## config.mk

```make
export PLATFORM = sky130hd
export DESIGN_NAME = fifo_word_packer
export DESIGN_NICKNAME = d
export VERILOG_FILES = /design/src/rtl/fifo_pkg.sv /design/src/rtl/out_word_reg.sv /design/src/rtl/fifo_word_packer.sv
export SDC_FILE = /design/constraint.sdc
export NUM_CORES = 1
export LEC_CHECK = 0
export BUFFER_PORTS_ARGS = -buffer_cell sky130_fd_sc_hd__buf_2
export CORE_UTILIZATION = 45
export CTS_BUF_LIST = sky130_fd_sc_hd__clkbuf_16
export CTS_CLUSTER_SIZE = 20
export DETAILED_ROUTE_END_ITERATION = 8
export PLACE_DENSITY = 0.65
export SYNTH_ARGS = -nofsm -noshare
export SYNTH_HDL_FRONTEND = slang
export SYNTH_HIERARCHICAL = 1
export SYNTH_SLANG_ARGS = --single-unit
export TNS_END_PERCENT = 5
```

## constraint.sdc

```tcl
create_clock -name clk -period 2.2 [get_ports clk]
set_clock_uncertainty 0.05 [all_clocks]
set_input_delay 0.22 -clock clk [delete_from_list [all_inputs] [get_ports clk]]
set_output_delay 0.22 -clock clk [all_outputs]
set_load 0.02 [all_outputs]
```

## src/rtl/fifo_pkg.sv

```systemverilog
// Shared types and helpers for the FIFO word packer.
package fifo_pkg;

    // Widest lane count the keep helper can describe.
    localparam int unsigned MAX_PACK = 32;

    // Flush sequencing states.
    typedef enum logic [1:0] {
        COLLECT    = 2'd0,
        FLUSH_WAIT = 2'd1,
        FLUSH_EMIT = 2'd2
    } flush_state_e;

    // Lane-keep mask with the lowest 'fill' bits set.
    function automatic logic [MAX_PACK-1:0] keep_mask(input logic [31:0] fill);
        logic [MAX_PACK-1:0] mask;
        mask = {MAX_PACK{1'b0}};
        for (int i = 0; i < MAX_PACK; i++) begin
            mask[i] = (32'(i) < fill);
        end
        return mask;
    endfunction

endpackage

```

## src/rtl/out_word_reg.sv

```systemverilog
// Single-entry valid/ready holding register for a packed word and its sideband.
module out_word_reg #(
    parameter int DATA_WIDTH = 32,
    parameter int KEEP_WIDTH = 4
) (
    input  logic                  clk,
    input  logic                  rst,
    input  logic                  load,
    input  logic [DATA_WIDTH-1:0] load_data,
    input  logic [KEEP_WIDTH-1:0] load_keep,
    input  logic                  load_last,
    input  logic                  accept,
    output logic                  valid,
    output logic [DATA_WIDTH-1:0] data,
    output logic [KEEP_WIDTH-1:0] keep,
    output logic                  last,
    output logic                  empty
);

    logic                  valid_r;
    logic [DATA_WIDTH-1:0] data_r;
    logic [KEEP_WIDTH-1:0] keep_r;
    logic                  last_r;

    // Load a new word, drop valid on acceptance, otherwise hold the contents stable.
    always_ff @(posedge clk) begin
        if (rst) begin
            valid_r <= 1'b0;
            data_r  <= {DATA_WIDTH{1'b0}};
            keep_r  <= {KEEP_WIDTH{1'b0}};
            last_r  <= 1'b0;
        end else if (load) begin
            valid_r <= 1'b1;
            data_r  <= load_data;
            keep_r  <= load_keep;
            last_r  <= load_last;
        end else if (valid_r && accept) begin
            valid_r <= 1'b0;
        end
    end

    assign valid = valid_r;
    assign data  = data_r;
    assign keep  = keep_r;
    assign last  = last_r;
    assign empty = !valid_r;

endmodule

```

## src/rtl/fifo_word_packer.sv

```systemverilog
// Drains a narrow FIFO and packs PACK consecutive entries into one wide
// valid/ready word; a flush forces out a partial word with a keep mask.
module fifo_word_packer
    import fifo_pkg::*;
#(
    parameter int DATA_WIDTH = 8,
    parameter int PACK       = 4
) (
    input  logic                         clk,
    input  logic                         rst,
    output logic                         fifo_rd_en,
    input  logic [DATA_WIDTH-1:0]        fifo_dout,
    input  logic                         fifo_empty,
    input  logic                         flush,
    output logic                         out_valid,
    input  logic                         out_ready,
    output logic [DATA_WIDTH*PACK-1:0]   out_data,
    output logic [PACK-1:0]              out_keep,
    output logic                         out_last,
    output logic                         flush_busy
);

    localparam int OUT_WIDTH = DATA_WIDTH * PACK;
    localparam int FW        = $clog2(PACK + 1);

    localparam logic [FW-1:0] FILL_ZERO = FW'(0);
    localparam logic [FW-1:0] FILL_LAST = FW'(PACK - 1);
    localparam logic [FW-1:0] FILL_FULL = FW'(PACK);
    localparam logic [FW:0]   OCC_FULL  = (FW + 1)'(PACK);

    logic [FW-1:0]         fill_r;
    logic                  inflight_r;
    logic                  flush_req_r;
    flush_state_e          state_r;
    flush_state_e          state_next_s;
    logic [DATA_WIDTH-1:0] lane_r [PACK];

    logic [FW:0]           occupancy_s;
    logic                  rd_en_s;
    logic                  cap_s;
    logic                  out_empty_s;
    logic                  out_free_s;
    logic                  flush_acc_s;
    logic                  full_ready_s;
    logic                  load_full_s;
    logic                  load_part_s;
    logic                  load_s;
    logic                  load_last_s;
    logic [PACK-1:0]       load_keep_s;
    logic [OUT_WIDTH-1:0]  asm_s;
    logic [OUT_WIDTH-1:0]  keep_bits_s;
    logic [OUT_WIDTH-1:0]  load_data_s;

    // A byte returned by the FIFO is present whenever a read was issued last cycle.
    assign cap_s = inflight_r;

    // Issue a read only when a lane is guaranteed for it and no flush is draining.
    always_comb begin
        occupancy_s = {1'b0, fill_r} + {{FW{1'b0}}, inflight_r};
        rd_en_s     = !rst && !fifo_empty && !flush_req_r && (occupancy_s < OCC_FULL);
    end

    assign fifo_rd_en = rd_en_s;

    // Assembly view: stored lanes with the arriving byte merged into its lane.
    always_comb begin
        asm_s = {OUT_WIDTH{1'b0}};
        for (int i = 0; i < PACK; i++) begin
            if (cap_s && (fill_r == FW'(i))) begin
                asm_s[i*DATA_WIDTH +: DATA_WIDTH] = fifo_dout;
            end else begin
                asm_s[i*DATA_WIDTH +: DATA_WIDTH] = lane_r[i];
            end
        end
    end

    // Decide when the output register is loaded, and with which keep/last.
    always_comb begin
        out_free_s   = out_empty_s || out_ready;
        flush_acc_s  = flush && (state_r == COLLECT);
        full_ready_s = (cap_s && (fill_r == FILL_LAST)) || (!cap_s && (fill_r == FILL_FULL));
        load_full_s  = full_ready_s && out_free_s;
        load_part_s  = (state_r == FLUSH_EMIT) && !cap_s && (fill_r != FILL_ZERO)
                       && (fill_r < FILL_FULL) && out_free_s;
        load_s       = load_full_s || load_part_s;
        // A word closed while a flush is pending or arriving is the flushed tail.
        load_last_s  = load_part_s || flush_req_r || flush_acc_s;
        if (load_full_s) begin
            load_keep_s = {PACK{1'b1}};
        end else begin
            load_keep_s = PACK'(keep_mask(32'(fill_r)));
        end
    end

    // Zero the unused lanes of a partial word.
    always_comb begin
        keep_bits_s = {OUT_WIDTH{1'b0}};
        for (int i = 0; i < PACK; i++) begin
            keep_bits_s[i*DATA_WIDTH +: DATA_WIDTH] = {DATA_WIDTH{load_keep_s[i]}};
        end
        load_data_s = asm_s & keep_bits_s;
    end

    // Track the outstanding read and the number of filled lanes.
    always_ff @(posedge clk) begin
        if (rst) begin
            fill_r     <= FILL_ZERO;
            inflight_r <= 1'b0;
        end else begin
            inflight_r <= rd_en_s;
            if (load_s) begin
                fill_r <= FILL_ZERO;
            end else if (cap_s) begin
                fill_r <= fill_r + FW'(1);
            end
        end
    end

    // Store an arriving byte into the next lane unless it goes straight out.
    always_ff @(posedge clk) begin
        if (rst) begin
            for (int i = 0; i < PACK; i++) begin
                lane_r[i] <= {DATA_WIDTH{1'b0}};
            end
        end else begin
            for (int i = 0; i < PACK; i++) begin
                if (cap_s && !load_s && (fill_r == FW'(i))) begin
                    lane_r[i] <= fifo_dout;
                end
            end
        end
    end

    // Flush state register; flush_req mirrors any non-collecting state.
    always_ff @(posedge clk) begin
        if (rst) begin
            state_r     <= COLLECT;
            flush_req_r <= 1'b0;
        end else begin
            state_r     <= state_next_s;
            flush_req_r <= (state_next_s != COLLECT);
        end
    end

    // Flush sequencing: let the in-flight byte land, then emit whatever is pending.
    always_comb begin
        state_next_s = state_r;
        case (state_r)
            COLLECT: begin
                if (flush) begin
                    state_next_s = FLUSH_WAIT;
                end else begin
                    state_next_s = COLLECT;
                end
            end
            FLUSH_WAIT: begin
                if (!inflight_r) begin
                    state_next_s = FLUSH_EMIT;
                end else begin
                    state_next_s = FLUSH_WAIT;
                end
            end
            FLUSH_EMIT: begin
                if ((fill_r == FILL_ZERO) || out_free_s) begin
                    state_next_s = COLLECT;
                end else begin
                    state_next_s = FLUSH_EMIT;
                end
            end
            default: begin
                state_next_s = COLLECT;
            end
        endcase
    end

    assign flush_busy = flush_req_r;

    out_word_reg #(
        .DATA_WIDTH (OUT_WIDTH),
        .KEEP_WIDTH (PACK)
    ) u_out_word_reg (
        .clk       (clk),
        .rst       (rst),
        .load      (load_s),
        .load_data (load_data_s),
        .load_keep (load_keep_s),
        .load_last (load_last_s),
        .accept    (out_ready),
        .valid     (out_valid),
        .data      (out_data),
        .keep      (out_keep),
        .last      (out_last),
        .empty     (out_empty_s)
    );

endmodule

```

==> impl_metrics.toml <==
[worst_setup_path]
worstSetupEndpointType = "flop"
cp.required_ns = 2.37
setup.worst_path.start_class = "flop"
arrival_ns = 2.16
critPathKind = "flop to flop"
crit_fanout = 19

[detailed_routing]
drc = 0
detail-route-antenna-nets = 0
dr.pass1.iters = 4
wl_per_cell_um = 15.1
drt-total-wl_um = 7770
vias = 2652
via_per_inst = 5.16
drt_iter0_drc = 161

[cts]
max-clock-path-buffers = 2
cts-htree-levels = 3
post_cts_buffers = 0
hold_buffers = 0
cts_buffers = 9
cts_root_buffer = "clkbuf_16"
cts_tree = "done"
clock_latency_ns = 0.33
clkSlewWorstSetupHoldPaths_ns = 0.06
cts_sinks = 77

[floorplanning]
die_w_um = 90.1
ioPinCount = 53
coreArea_um2 = 7370
die_h_um = 90.1
die-area_um2 = 8120
rows = 31
initial_utilization_pct = 47.4

[synthesis]
syn_nets = 368
synth_warnings = 6
synth_area_um2 = 3490
ys_types = 37
async_reset_ff_share_pct = 0
syn-instance-count = 352
ys_ff_latch = 77
synth_edf_count = 32
ys.flop_type = "dfxtp_1"
synth.yosys.seq_area_share_pct = 53.3
syn_area_per_cell_um2 = 9.92

[timing]
post-route-period-util_pct = 90.5
setup_viol = 0
fin_crit_ns = 1.99
worstMarginPinSlew_ns = 0.565
rsz0062_at_grt = "no"
fin_ws_ns = 0.209
slew_violations = 0
tns_ns = 0
relSlewSlack_pct = 62.2
hold_viol = 0
fmax_mhz = 502

[flow_run]
cap_violations = 0

[power]
power_density_nw_per_um2 = 775
vdd_drop_max_uv = 367
leakage_nw = 1.67

[placement]
post_dp_cell_area_um2 = 3870
dpl.hpwl_um = 5510
routabilityCongestion = 0.831
post-place-ws_ns = 0.165
io_buffers = 52

[final_layout]
nNetsFinal = 426
layout_commonest_cell = "nor2_1"
synthToLayoutAreaGrowth_pct = 19.7
n_antenna_cell = 0
final_cell_mix = "nor2_1 (57), buf_2 (52), nand2_1 (51), dfxtp_1 (44), mux2i_1 (39)"
fill_cells = 682
drive_gt1_share_pct = 22.9
fin_area_um2 = 4180

[global_route]
track_usage_pct = 20.6
grt_max_degree = 22
grt_pass1_wl_um = 12900
grt_overflow = 0
first_global_vias = 2537
antenna_found_initial = 0

[run_status]
status = "completed"

[hold_path]
hp-class = "input pin to flop"
[metal layers]
| metal | wire [um] | track usage [%] |
|---|---|---|
| met4 | 129 | 7.80 |
| met3 | 505 | 3.72 |
| met5 | 0 | 0 |
| met2 | 3560 | 31.6 |
| met1 | 3570 | 29.0 |
[per-stage QoR]
stage / cells / total power, mW / util (%) / hold WS [ns]
2_1_floorplan: 352 / 1.69 / - / 0.349
3_3_place_gp: 498 / 1.75 / 52.5 / 0.417
3_5_place_dp: 498 / 1.75 / 52.5 / 0.429
4_1_cts: 514 / 3.25 / 56.7 / 0.107
5_1_grt: 514 / 3.35 / 56.7 / 0.144
6_report: 514 / 3.24 / 56.7 / 0.109
[synth_stat cells, types with 3 or more instances]
library cell	count	area, um2
nor3_1	17	85.1
edfxtp_1	32	961
mux2i_1	39	390
a21oi_1	28	140
nand2_1	51	191
clkbuf_1	6	22.5
nor2_1	57	214
dfxtp_1	45	901
nand2b_1	12	75.1
buf_2	9	45.0
nor2b_1	9	56.3
buf_6	4	45.0
nor4_1	3	18.8
inv_1	8	30.0
ha_1	3	37.5
[sequential cells by signal, summed over array words and instances (netlist names)]
signal	cells
u_out_word_reg/keep	4
lane_r	32
u_out_word_reg/last	1
u_out_word_reg/data	32
state_r	2
cap_s	1
fill_r	3
flush_busy	1
u_out_word_reg/valid	1
[power breakdown]
| part | internal (mW) | switching, mW |
|---|---|---|
| combinational | 0.0629 | 0.124 |
| clock | 0.943 | 0.571 |
| sequential | 1.52 | 0.0152 |
| total | 2.53 | 0.710 |
[layout make-up]
class	instances	area, um2	share of cell area [%]
multi-input cells	244	1440	34.4
clock inverters	6	60.1	1.44
repair buffers	69	413	9.88
inverters	9	33.8	0.808
clock buffers	10	250	5.99
well taps	99	124	2.96
flip-flops and latches	77	1860	44.6
[cells by family after synthesis]
family | after synthesis | share of synthesized area [%]
multiplexers | 39 | 11.2
AND/OR/NAND/NOR | 165 | 22.2
AO/OA/AOI/OAI | 35 | 6.16
adder cells (fa/ha/maj) | 3 | 1.07
XOR/XNOR | 2 | 0.502
buffers and inverters | 31 | 5.55
flip-flops | 77 | 53.3
[final timing paths]
kind / depth (start not counted) / startpoint / endpoint / slack (ns)
max: 8 / fill_r[0]$_SDFFE_PP0P_ / u_out_word_reg/data[16]$_SDFFE_PP0P_ / 0.21
min: 3 / fifo_empty / cap_s$_SDFF_PP0_ / 0.11
max reg2reg: 8 / fill_r[0]$_SDFFE_PP0P_ / u_out_word_reg/data[16]$_SDFFE_PP0P_ / 0.21
min reg2reg: 2 / u_out_word_reg/keep[1]$_SDFFE_PP0P_ / u_out_word_reg/keep[1]$_SDFFE_PP0P_ / 0.44
[worst max-delay path: stages, from the launching register on]
cell and delay (ns):
dfxtp_1 0.44, inv_1 0.10, ha_1 0.24, nand2b_1 0.09, and4_1 0.28, or2_2 0.20
buf_12 0.20, mux2i_1 0.23, nor2_1 0.05
[timing repair]
item                                   CTS  global route
setup endpoints to repair                0             1
endpoints found under the hold margin    0             0
resized for setup                        0             1
Power figures use the tool's default switching activity.
